## config.mk

```make
export PLATFORM = sky130hd
export DESIGN_NAME = adder_arbiter
export DESIGN_NICKNAME = d
export VERILOG_FILES = /design/src/rtl/adder_arbiter.sv
export SDC_FILE = /design/constraint.sdc
export NUM_CORES = 1
export LEC_CHECK = 0
export CAP_MARGIN = 20
export CORE_MARGIN = 3
export CORE_UTILIZATION = 40
export CTS_CLUSTER_DIAMETER = 120
export DETAILED_ROUTE_END_ITERATION = 6
export PLACE_DENSITY = 0.84
export SLEW_MARGIN = 30
export SYNTH_ARGS = -nofsm -noshare
export SYNTH_HDL_FRONTEND = slang
export SYNTH_SLANG_ARGS = --single-unit
```

## constraint.sdc

```tcl
create_clock -name clk -period 2 [get_ports clk]
set_clock_uncertainty 0.05 [all_clocks]
set_input_delay 0.3 -clock clk [delete_from_list [all_inputs] [get_ports clk]]
set_output_delay 0.3 -clock clk [all_outputs]
set_load 0.01 [all_outputs]
```

## src/rtl/adder_arbiter.sv

```systemverilog
// ---------------------------------------------------------------------------
// adder_arbiter
//   Shares one external combinational WIDTH-bit adder between two requesters.
//   A round-robin arbiter picks a requester, captures its operands, drives
//   them to the adder for one cycle, and registers the sum. The result is
//   then held with a valid/ready handshake. Only one operation is in flight
//   at a time: IDLE -> ISSUE -> RESULT -> IDLE.
//
// Ports
//   clk, rst_n               clock (rising edge), async active-low reset
//   r0_valid/ready/a/b       requester 0 operand handshake
//   r1_valid/ready/a/b       requester 1 operand handshake
//   add_a, add_b             operands to the adder (zero outside ISSUE)
//   add_sum                  adder result, bit WIDTH is carry-out
//   res_valid/ready          result handshake
//   res_id                   requester that owns the result
//   res_sum                  low WIDTH bits of the sum
//   res_ov                   overflow flag
//
// Configuration macro
//   ADDER_ARB_SIGNED_OV_EN   when defined, res_ov is two's-complement
//                            overflow; otherwise it is the unsigned carry-out.
// ---------------------------------------------------------------------------
module adder_arbiter #(
  parameter int WIDTH = 8
) (
  input  logic             clk,
  input  logic             rst_n,
  input  logic             r0_valid,
  output logic             r0_ready,
  input  logic [WIDTH-1:0] r0_a,
  input  logic [WIDTH-1:0] r0_b,
  input  logic             r1_valid,
  output logic             r1_ready,
  input  logic [WIDTH-1:0] r1_a,
  input  logic [WIDTH-1:0] r1_b,
  output logic [WIDTH-1:0] add_a,
  output logic [WIDTH-1:0] add_b,
  input  logic [WIDTH:0]   add_sum,
  output logic             res_valid,
  input  logic             res_ready,
  output logic             res_id,
  output logic [WIDTH-1:0] res_sum,
  output logic             res_ov
);

  typedef enum logic [1:0] {
    S_IDLE   = 2'd0,
    S_ISSUE  = 2'd1,
    S_RESULT = 2'd2
  } state_t;

  state_t           r_state;
  state_t           w_state_next;
  logic             r_last_grant;
  logic             r_id;
  logic [WIDTH-1:0] r_a;
  logic [WIDTH-1:0] r_b;
  logic             r_res_id;
  logic [WIDTH-1:0] r_res_sum;
  logic             r_res_ov;

  logic             w_any_valid;
  logic             w_grant;
  logic             w_accept;
  logic             w_ov;

  // Arbitration: a lone requester wins outright; under contention the
  // requester that did not win last time gets the grant.
  always_comb begin
    w_any_valid = r0_valid | r1_valid;
    w_grant     = (r0_valid && r1_valid) ? ~r_last_grant : r1_valid;
    w_accept    = (r_state == S_IDLE) && w_any_valid;
  end

`ifdef ADDER_ARB_SIGNED_OV_EN
  // Signed overflow: operands agree in sign but the sum does not.
  always_comb begin
    w_ov = (r_a[WIDTH-1] == r_b[WIDTH-1]) && (add_sum[WIDTH-1] != r_a[WIDTH-1]);
  end
`else
  always_comb begin
    w_ov = add_sum[WIDTH];
  end
`endif

  // Next-state logic
  always_comb begin
    w_state_next = r_state;
    case (r_state)
      S_IDLE:   if (w_any_valid) w_state_next = S_ISSUE;
      S_ISSUE:  w_state_next = S_RESULT;
      S_RESULT: if (res_ready) w_state_next = S_IDLE;
      default:  w_state_next = S_IDLE;
    endcase
  end

  always_ff @(posedge clk or negedge rst_n) begin
    if (!rst_n) begin
      r_state      <= S_IDLE;
      r_last_grant <= 1'b1;
      r_id         <= 1'b0;
      r_a          <= '0;
      r_b          <= '0;
      r_res_id     <= 1'b0;
      r_res_sum    <= '0;
      r_res_ov     <= 1'b0;
    end else begin
      r_state <= w_state_next;
      if (w_accept) begin
        r_a          <= w_grant ? r1_a : r0_a;
        r_b          <= w_grant ? r1_b : r0_b;
        r_id         <= w_grant;
        r_last_grant <= w_grant;
      end
      // Result registers only change on the ISSUE edge so they stay
      // stable for the whole RESULT phase.
      if (r_state == S_ISSUE) begin
        r_res_sum <= add_sum[WIDTH-1:0];
        r_res_ov  <= w_ov;
        r_res_id  <= r_id;
      end
    end
  end

  // Outputs
  always_comb begin
    r0_ready  = w_accept && !w_grant;
    r1_ready  = w_accept &&  w_grant;
    add_a     = (r_state == S_ISSUE) ? r_a : '0;
    add_b     = (r_state == S_ISSUE) ? r_b : '0;
    res_valid = (r_state == S_RESULT);
    res_id    = r_res_id;
    res_sum   = r_res_sum;
    res_ov    = r_res_ov;
  end

endmodule

```

[Yosys cells after proc, flatten, opt, wreduce, memory -nomap -nowiden]
Index checks and enable logic that the tools add are counted.
W data, S select, Z words.
Storage, ports and cells
  memory bits (read-only): 0
  bits in writable memories: 0
  memories: 0
  latch bits: 0
  flip-flop bits (word level): 30
  input port bits: 46
Cells by class
  divide/modulo/power cells: 0
  bitwise logic cells: 2
  multipliers: 0
  shift-type cells: 0
  muxes and demuxes: 8
  eq/ne operators: 4
  reductions and logical operators: 7
  order comparisons: 0
  add/subtract/negate cells: 0
Operators by type and width (number)
  $mux W8: 4
  $pmux W2 S3: 1
  $logic_and A1 B1 Y1: 4
  $mux W2: 2
  $eq A2 B1 Y1 const B: 1
  $eq A2 B2 Y1 const B: 1
  $logic_not A2 Y1: 1
  $ne A2 B1 Y1 const B: 1
  $ne A2 B2 Y1 const B: 1
  $reduce_and A2 Y1: 1
  $logic_not A1 Y1: 1
  $mux W1: 1
  $not A1 Y1: 1
  $or A1 B1 Y1: 1

[Longest topological paths before layout]
  depth in word-level cells: 4
  gate-level depth with buffers: 5
  mapped depth without buffers: 3

[Least setup slack after synthesis]
No wires, ideal clock.
  path kind: register -> register
  start: register r_last_grant
  end: register r_a[0]
  arrival: 1.424 ns
  library setup time: 0.125 ns
  setup slack: 0.401 ns
  cell stages (with the launch flop): 6
  cell sequence: dfstp_2 > a21bo_1 > buf_6 > buf_12 > mux2_4 > mux2_2
On the way
  word-level cells in the longest chain between the ends: 3
Ends and longest elaborated chain
  from (decl): line 55  | logic r_last_grant;
  from (signal assigned): line 114  | r_last_grant <= w_grant;
  $not A1 Y1: line 72  | w_grant = (r0_valid && r1_valid) ? ~r_last_grant : r1_valid;
  $mux W1: line 72
  $mux W8: line 111  | r_a <= w_grant ? r1_a : r0_a;
  to (signal assigned): line 111
  to (decl): line 57  | logic [WIDTH-1:0] r_a;
Every way passes these cells.
A chain may end at the register's enable or synchronous reset.

[Final worst setup path]
  start: register r_state[0]
  end: output port res_valid
On the way
  word-level cells in the longest chain between the ends: 1
Ends and longest elaborated chain
  from (decl): line 53  | state_t r_state;
  from (signal assigned): line 109  | r_state <= w_state_next;
  $eq A2 B2 Y1: line 132  | res_valid = (r_state == S_RESULT);
  to (decl): line 40  | output logic res_valid,
Every way passes these cells.

==> qor.log <==
INFO  final_layout   most-common-layout-cells=56 x sky130_fd_sc_hd__clkdlybuf4s50_1, 34 x sky130_fd_sc_hd__mux2_2, 29 x sky130_fd_sc_hd__dfrtp_1, 16 x sky130_fd_sc_hd__and2_1
INFO  placement      dp.final_hpwl=2.71mm
INFO  critical_path  slowest_delay=0.58ns
INFO  routing        drt-wirelength-per-cell=15.3µm
INFO  routing        drt-vias-per-instance=4.79
INFO  synthesis      postSynthRegisterBits=30
INFO  routing        detailroute.via_count=1,150
INFO  flow_run       cap_violations=0
INFO  die            die_x=66.9µm
INFO  min_path       holdCritPathClass=in -> async
INFO  synthesis      synth_top_cells_by_area=sky130_fd_sc_hd__dfrtp_1 49%, sky130_fd_sc_hd__mux2_2 26%, sky130_fd_sc_hd__mux2_4 8.1%, sky130_fd_sc_hd__and2_1 6.7%, sky130_fd_sc_hd__dfstp_2 1.8%
INFO  die            die_y=66.9µm
INFO  clocking       cts_tree=built
INFO  critical_path  cpMaxStageDelayCell=sky130_fd_sc_hd__clkdlybuf4s50_1
INFO  critical_path  cp_data_arrival_time=1.54ns
INFO  pwr            power-per-cell-area=1390mW/mm²
INFO  timing         timing.final.crit_share=94.5%
INFO  timing         tns=0ns
INFO  final_layout   layout.core_utilization=72.3%
INFO  final_layout   layout_fillers=235
INFO  final_layout   design_area=0.00249mm²
INFO  die            fp.dieArea=0.00448mm²
INFO  placement      io_buffer_count=74
INFO  clocking       tritoncts.num_buffers=5
INFO  die            floorplan.core_area=0.00344mm²
INFO  timing         final_report_setup_violation_count=0
INFO  timing         slew-limit-headroom=74.4%
INFO  synthesis      postSynthNetCount=153
INFO  synthesis      syn_area_per_cell=13.9µm²
INFO  synthesis      yosys.cell_types.count=18
INFO  critical_path  timing.critical_path.required=1.65ns
INFO  synthesis      synth_cells=107
INFO  placement      detailed_place.area=0.00230mm²
INFO  routing        drtIter0Drc=42
INFO  timing         max_freq=529MHz
INFO  timing         period_minus_slack=1.89ns
INFO  synthesis      synthesis.area=0.00148mm²
INFO  clocking       cts-root-to-sink-buffers=2
INFO  die            placement_rows=21
INFO  timing         final-hold-violation-count=0
INFO  final_layout   diodes=0
INFO  critical_path  timing.critical_path.depth=3
INFO  final_layout   final_common_cell=sky130_fd_sc_hd__clkdlybuf4s50_1
INFO  clocking       hold_fix_buffers_at_cts=0
INFO  global_route   grt_first_pass_wirelength=5.57mm
INFO  clocking       worstSkewPairLatency=0.28ns
INFO  clocking       cts_sinks=30
INFO  timing         worstMarginPinSlew=0.383ns
INFO  die            initial_core_util=43.1%
INFO  global_route   antenna_found_initial=0
INFO  global_route   track_usage=17.6%
INFO  clocking       cts_h_tree_depth=2
INFO  critical_path  crit_fanout=3
INFO  synthesis      ys_seq_area_share=50.7%
INFO  clocking       clk_pin_slew=0.07ns
INFO  pwr            worst_ir_drop_vdd=616µV
INFO  pwr            power_leakage=1.26nW
INFO  critical_path  setup.worst_path.end_class=output pin
INFO  final_layout   final_layout_size_suffix_gt1_share=34.0%
INFO  global_route   gr-total-overflow=0
INFO  critical_path  crit_path_start_kind=register
INFO  global_route   grt_max_degree=31
INFO  synthesis      post-synth-top-area-cell=sky130_fd_sc_hd__dfrtp_1
INFO  die            io_pins=75
INFO  critical_path  critical_path.top_delay_family=buffers and inverters
INFO  routing        drt_pass1_iterations=4
INFO  clocking       root_buffer=sky130_fd_sc_hd__clkbuf_8
INFO  global_route   first_global_vias=1,250
INFO  critical_path  critical_path.n_buffers_inverters=2
INFO  routing        drtAntennaViolNets=0
INFO  final_layout   finish.net_count=239
INFO  synthesis      post_synth_top_area_share=48.9%
INFO  critical_path  worstRegToRegCells=4
INFO  timing         rsz_0062_raised_after_global_routing=no
INFO  placement      gp_congestion=0.868
INFO  timing         report.final.slew_viol_count=0
INFO  critical_path  worstPathCellList=buf_4 -> nor2b_1 -> clkdlybuf4s50_1
INFO  synthesis      yosysWarnings=0
INFO  status         status=complete, no violations
INFO  timing         finalHoldWorstSlack=0.365ns
INFO  critical_path  critical_path_class=reg -> out
INFO  routing        detail_route.drc_violations=0
INFO  routing        postRouteWirelength=3.68mm
INFO  final_layout   synthesis_to_layout_area_growth=67.6%
-- registers in the layout, summed over array words and instances (netlist names) --
signal        count
r_state           2
r_last_grant      1
r_a               8
res_ov            1
res_id            1
res_sum           8
r_id              1
r_b               8
-- metrics by stage --
step                      power (mW)  std cells  setup WS, ns
after floorplan                 1.94        107         0.401
after global placement          2.67        230        -0.199
after detailed placement        2.74        230        -0.227
after CTS                       3.51        240       0.00124
after global routing            3.66        240        0.0189
final                           3.45        240         0.109
-- layer usage --
metal / GRT usage (%) / up-vias / wire length [µm] / share of wire, %
li1: - / 541 / - / -
met1: 17.2 / 553 / 1350 / 37
met2: 32.2 / 51 / 1970 / 54
met3: 7.42 / 5 / 286 / 7.8
met4: 7.34 / 0 / 63 / 1.7
met5: 0 / - / 0 / 0
-- worst reg2reg max path, stage by stage (launching register included) --
cell and delay (ns):
sky130_fd_sc_hd__dfstp_2 0.55, sky130_fd_sc_hd__a21bo_1 0.18, sky130_fd_sc_hd__buf_4 0.20, sky130_fd_sc_hd__mux2_2 0.35, sky130_fd_sc_hd__mux2_2 0.27
-- synthesized netlist by cell type (all sizes together) --
master / number
a21o: 2
dfrtp: 29
clkbuf: 2
nor2: 1
mux2: 42
buf: 4
dfstp: 1
nor2b: 3
nor3: 1
inv: 2
and2: 16
a21bo: 1
o21ai: 1
a21oi: 1
a31oi: 1
-- logic make-up (layout without fill, tap and decap cells) --
logic type / Yosys count / after routing / share of synthesized area (%)
compound gates: 6 / 6 / 3.04
mux: 42 / 42 / 33.9
buf+inv: 8 / 95 / 3.79
simple gates: 21 / 21 / 8.60
flops: 30 / 30 / 50.7
-- cell type report --
type                            count  area (µm²)  area share [%]
Sequential cell                    30         752            30.2
Inverter                            2        7.51           0.302
Timing Repair Buffer               85         842            33.9
Clock buffer                        6        82.6            3.32
Clock inverter                      2        60.1            2.41
Tap cell                           46        57.6            2.31
Multi-Input combinational cell     69         686            27.6
-- worst paths after layout --
| kind | from | slack [ns] | endpoint |
|---|---|---|---|
| min in group clk | r_id | 0.43 | r_id |
| max reg2reg | r_last_grant | 0.28 | r_a[7] |
| max | r_state[0] | 0.11 | res_valid |
| max in group asynchronous | rst_n | 1.21 | r_last_grant |
| min reg2reg | r_id | 0.43 | r_id |
| min | rst_n | 0.37 | r_b[1] |
-- power breakdown --
| part | internal [mW] | switching (mW) | total (mW) |
|---|---|---|---|
| Clock | 0.531 | 0.223 | 0.754 |
| Combinational | 0.998 | 0.621 | 1.62 |
| Sequential | 0.930 | 0.148 | 1.08 |
| Total | 2.46 | 0.992 | 3.45 |
-- timing repair --
action,in CTS,in global routing
resized for setup,10,11
gates cloned,0,0
endpoints found under the hold margin,0,0
setup endpoints to repair,18,11
buffers inserted,2,0
pin swaps,0,0
Power figures use the tool's default switching activity.
==> RTL edit, RTL diff (same flow settings) <==
Reset style: synchronous (`rst_n`), changed in one clocked block. Comments in the files are not updated.
--- a/src/rtl/adder_arbiter.sv
+++ b/src/rtl/adder_arbiter.sv
@@ -96,5 +96,5 @@
   end
 
-  always_ff @(posedge clk or negedge rst_n) begin
+  always_ff @(posedge clk) begin
     if (!rst_n) begin
       r_state      <= S_IDLE;
Function: differs if rst_n is asserted again (counterexample within 4 cycles, from zero or initial values and one cycle with rst_n low); with rst_n held inactive, the same outputs for 10 cycles.
==> RTL edit against the unedited design <==
Sequential share of layout area fell by 3.8 points. Register-to-register slack improved by 0.18 ns. Area after synthesis fell by 5.1%. Wire length rose by 21%. Setup slack improved by 0.11 ns. Cell area fell by 7.9%. Worst hold slack improved by 0.044 ns. Critical path depth rose by 1. Die area fell by 4.7%. Sequential cell count did not move. Critical endpoint is now add_a[5].
Power is not compared: it rests on default switching activity, and its combinational part moved more than twofold at a synthesized area within 25%.
==> RTL edit: results (changes against the unedited design) <==
[clock_network]
numCtsBuffers = 5  ; unchanged
clock_latency_ns = 0.33  ; +0.05 ns
root_buffer = clkbuf_4
clk_pin_slew_worst_paths_ns = 0.10  ; +0.03 ns

[hold_path]
hold_start = res_sum[7]
holdCritPathClass = reg -> reg
min_path_cells = 2
hold_path_end = res_sum[7]

[place]
placed_cells = 289  ; +26%
dpl_worst_slack_ns = -0.03592  ; +0.1910 ns
placedInstanceArea_sq_um = 2210  ; -4.1%
dp_hpwl_um = 3097  ; +14%
gp_congestion = 0.7733  ; -11%

[detailed_routing]
post_drt_via_cell_ratio = 5.358  ; +12%
routed-wl-met2_um = 2228  ; +13%
wirelength_um = 4444  ; +21%
drt-met1-wl_um = 1780  ; +32%
drt_iter0_drc = 79  ; +88%
dr.max_layer_used = met4
dr_wl_met3_um = 349  ; +22%

[logic_synthesis]
syn_nets = 220  ; +44%
ys_warn_count = 0  ; unchanged
async_reset_ff_share_pct = 0  ; -100 points
synth-compound-area-share_pct = 19.11  ; +16 points
synth-xor-area-share_pct = 0  ; unchanged
synth_area_leaders = dfxtp_1 43%, nand3_1 11%, and2_1 7.6%
synthDistinctLibCells = 23  ; +5
synth_area_per_cell_sq_um = 8.090  ; -42%
synth.mux.area_fraction_pct = 0  ; -34 points
synth_seq_area_share_pct = 42.67  ; -8.0 points
synth_common_cells = 32 x nand3_1, 30 x dfxtp_1, 20 x nand2_1

[critical_path]
reg2reg_slack_ns = 0.46  ; +0.18 ns
slowest_delay_ns = 0.37  ; -0.21 ns
cpLargestDelayFamily = buffers and inverters
rr_endpoint = r_a[1]
critPathMaxFanout = 12  ; +9
arrival_ns = 1.43  ; -0.11 ns
slowest_stage = dfxtp_2
cp-startpoint = r_state[0]

[power_and_ir_drop]
clkPwrFrac_pct = 26.8
p_leak_nw = 0.9376
intPower_mw = 1.037
total_power_mw = 1.482

[global_routing]
met3_usage_pct = 6.496  ; -0.92 points
antenna_found_initial = 0  ; unchanged
grt_pass1_wl_um = 7300  ; +31%
grt_use_met1_pct = 25.85  ; +8.7 points
grt_pass1_vias = 1571  ; +26%
grt.total_usage_pct = 22.21  ; +4.6 points
grt_use_met2_pct = 37.80  ; +5.6 points
grt_max_degree = 20  ; -35%

[status]
status = finished clean

[die]
die-area_sq_um = 4267  ; -4.7%

[layout]
finalNonFillerCells = 299  ; +25%
drive_above_1_share_pct = 11.76  ; -22 points

[timing]
drv_slew = 0  ; unchanged
worst_slew_pin_slew_ns = 0.6556  ; +0.2722 ns
setup_viol = 0  ; unchanged
fmax_ghz = 0.5626  ; +6.4%
whs_ns = 0.4092  ; +0.04402 ns

[RTL edit: changes by cell type after synthesis, moves of 17 or more]
cell / change
mux2_2: -34
nand3_1: +32
dfxtp_1: +30
dfrtp_1: -29
nand2_1: +20
o21ai_1: +17
[RTL edit: how the worst max path moves through the flow]
stage | to | cells past startpoint
after floorplan | add_a[4] | 4
after global placement | r1_ready | 4
after detailed placement | r1_ready | 4
after CTS | res_valid | 3
after global routing | add_a[7] | 4
final | add_a[5] | 4
[RTL edit: timing repair]
action                     4_1_cts  5_1_grt
pin swaps                        1        0
hold buffers                     0        0
resized for setup               26        1
setup buffers                    2        0
setup endpoints to repair       19        1
[RTL edit: cell type report]
type	count	area, sq um
Clock buffer	6	51.30
Clock inverter	2	12.51
Fill cell	295	913.4
Inverter	1	3.754
Multi-Input combinational cell	128	716.9
Sequential cell	30	605.6
Tap cell	44	55.05
Timing Repair Buffer	88	844.6
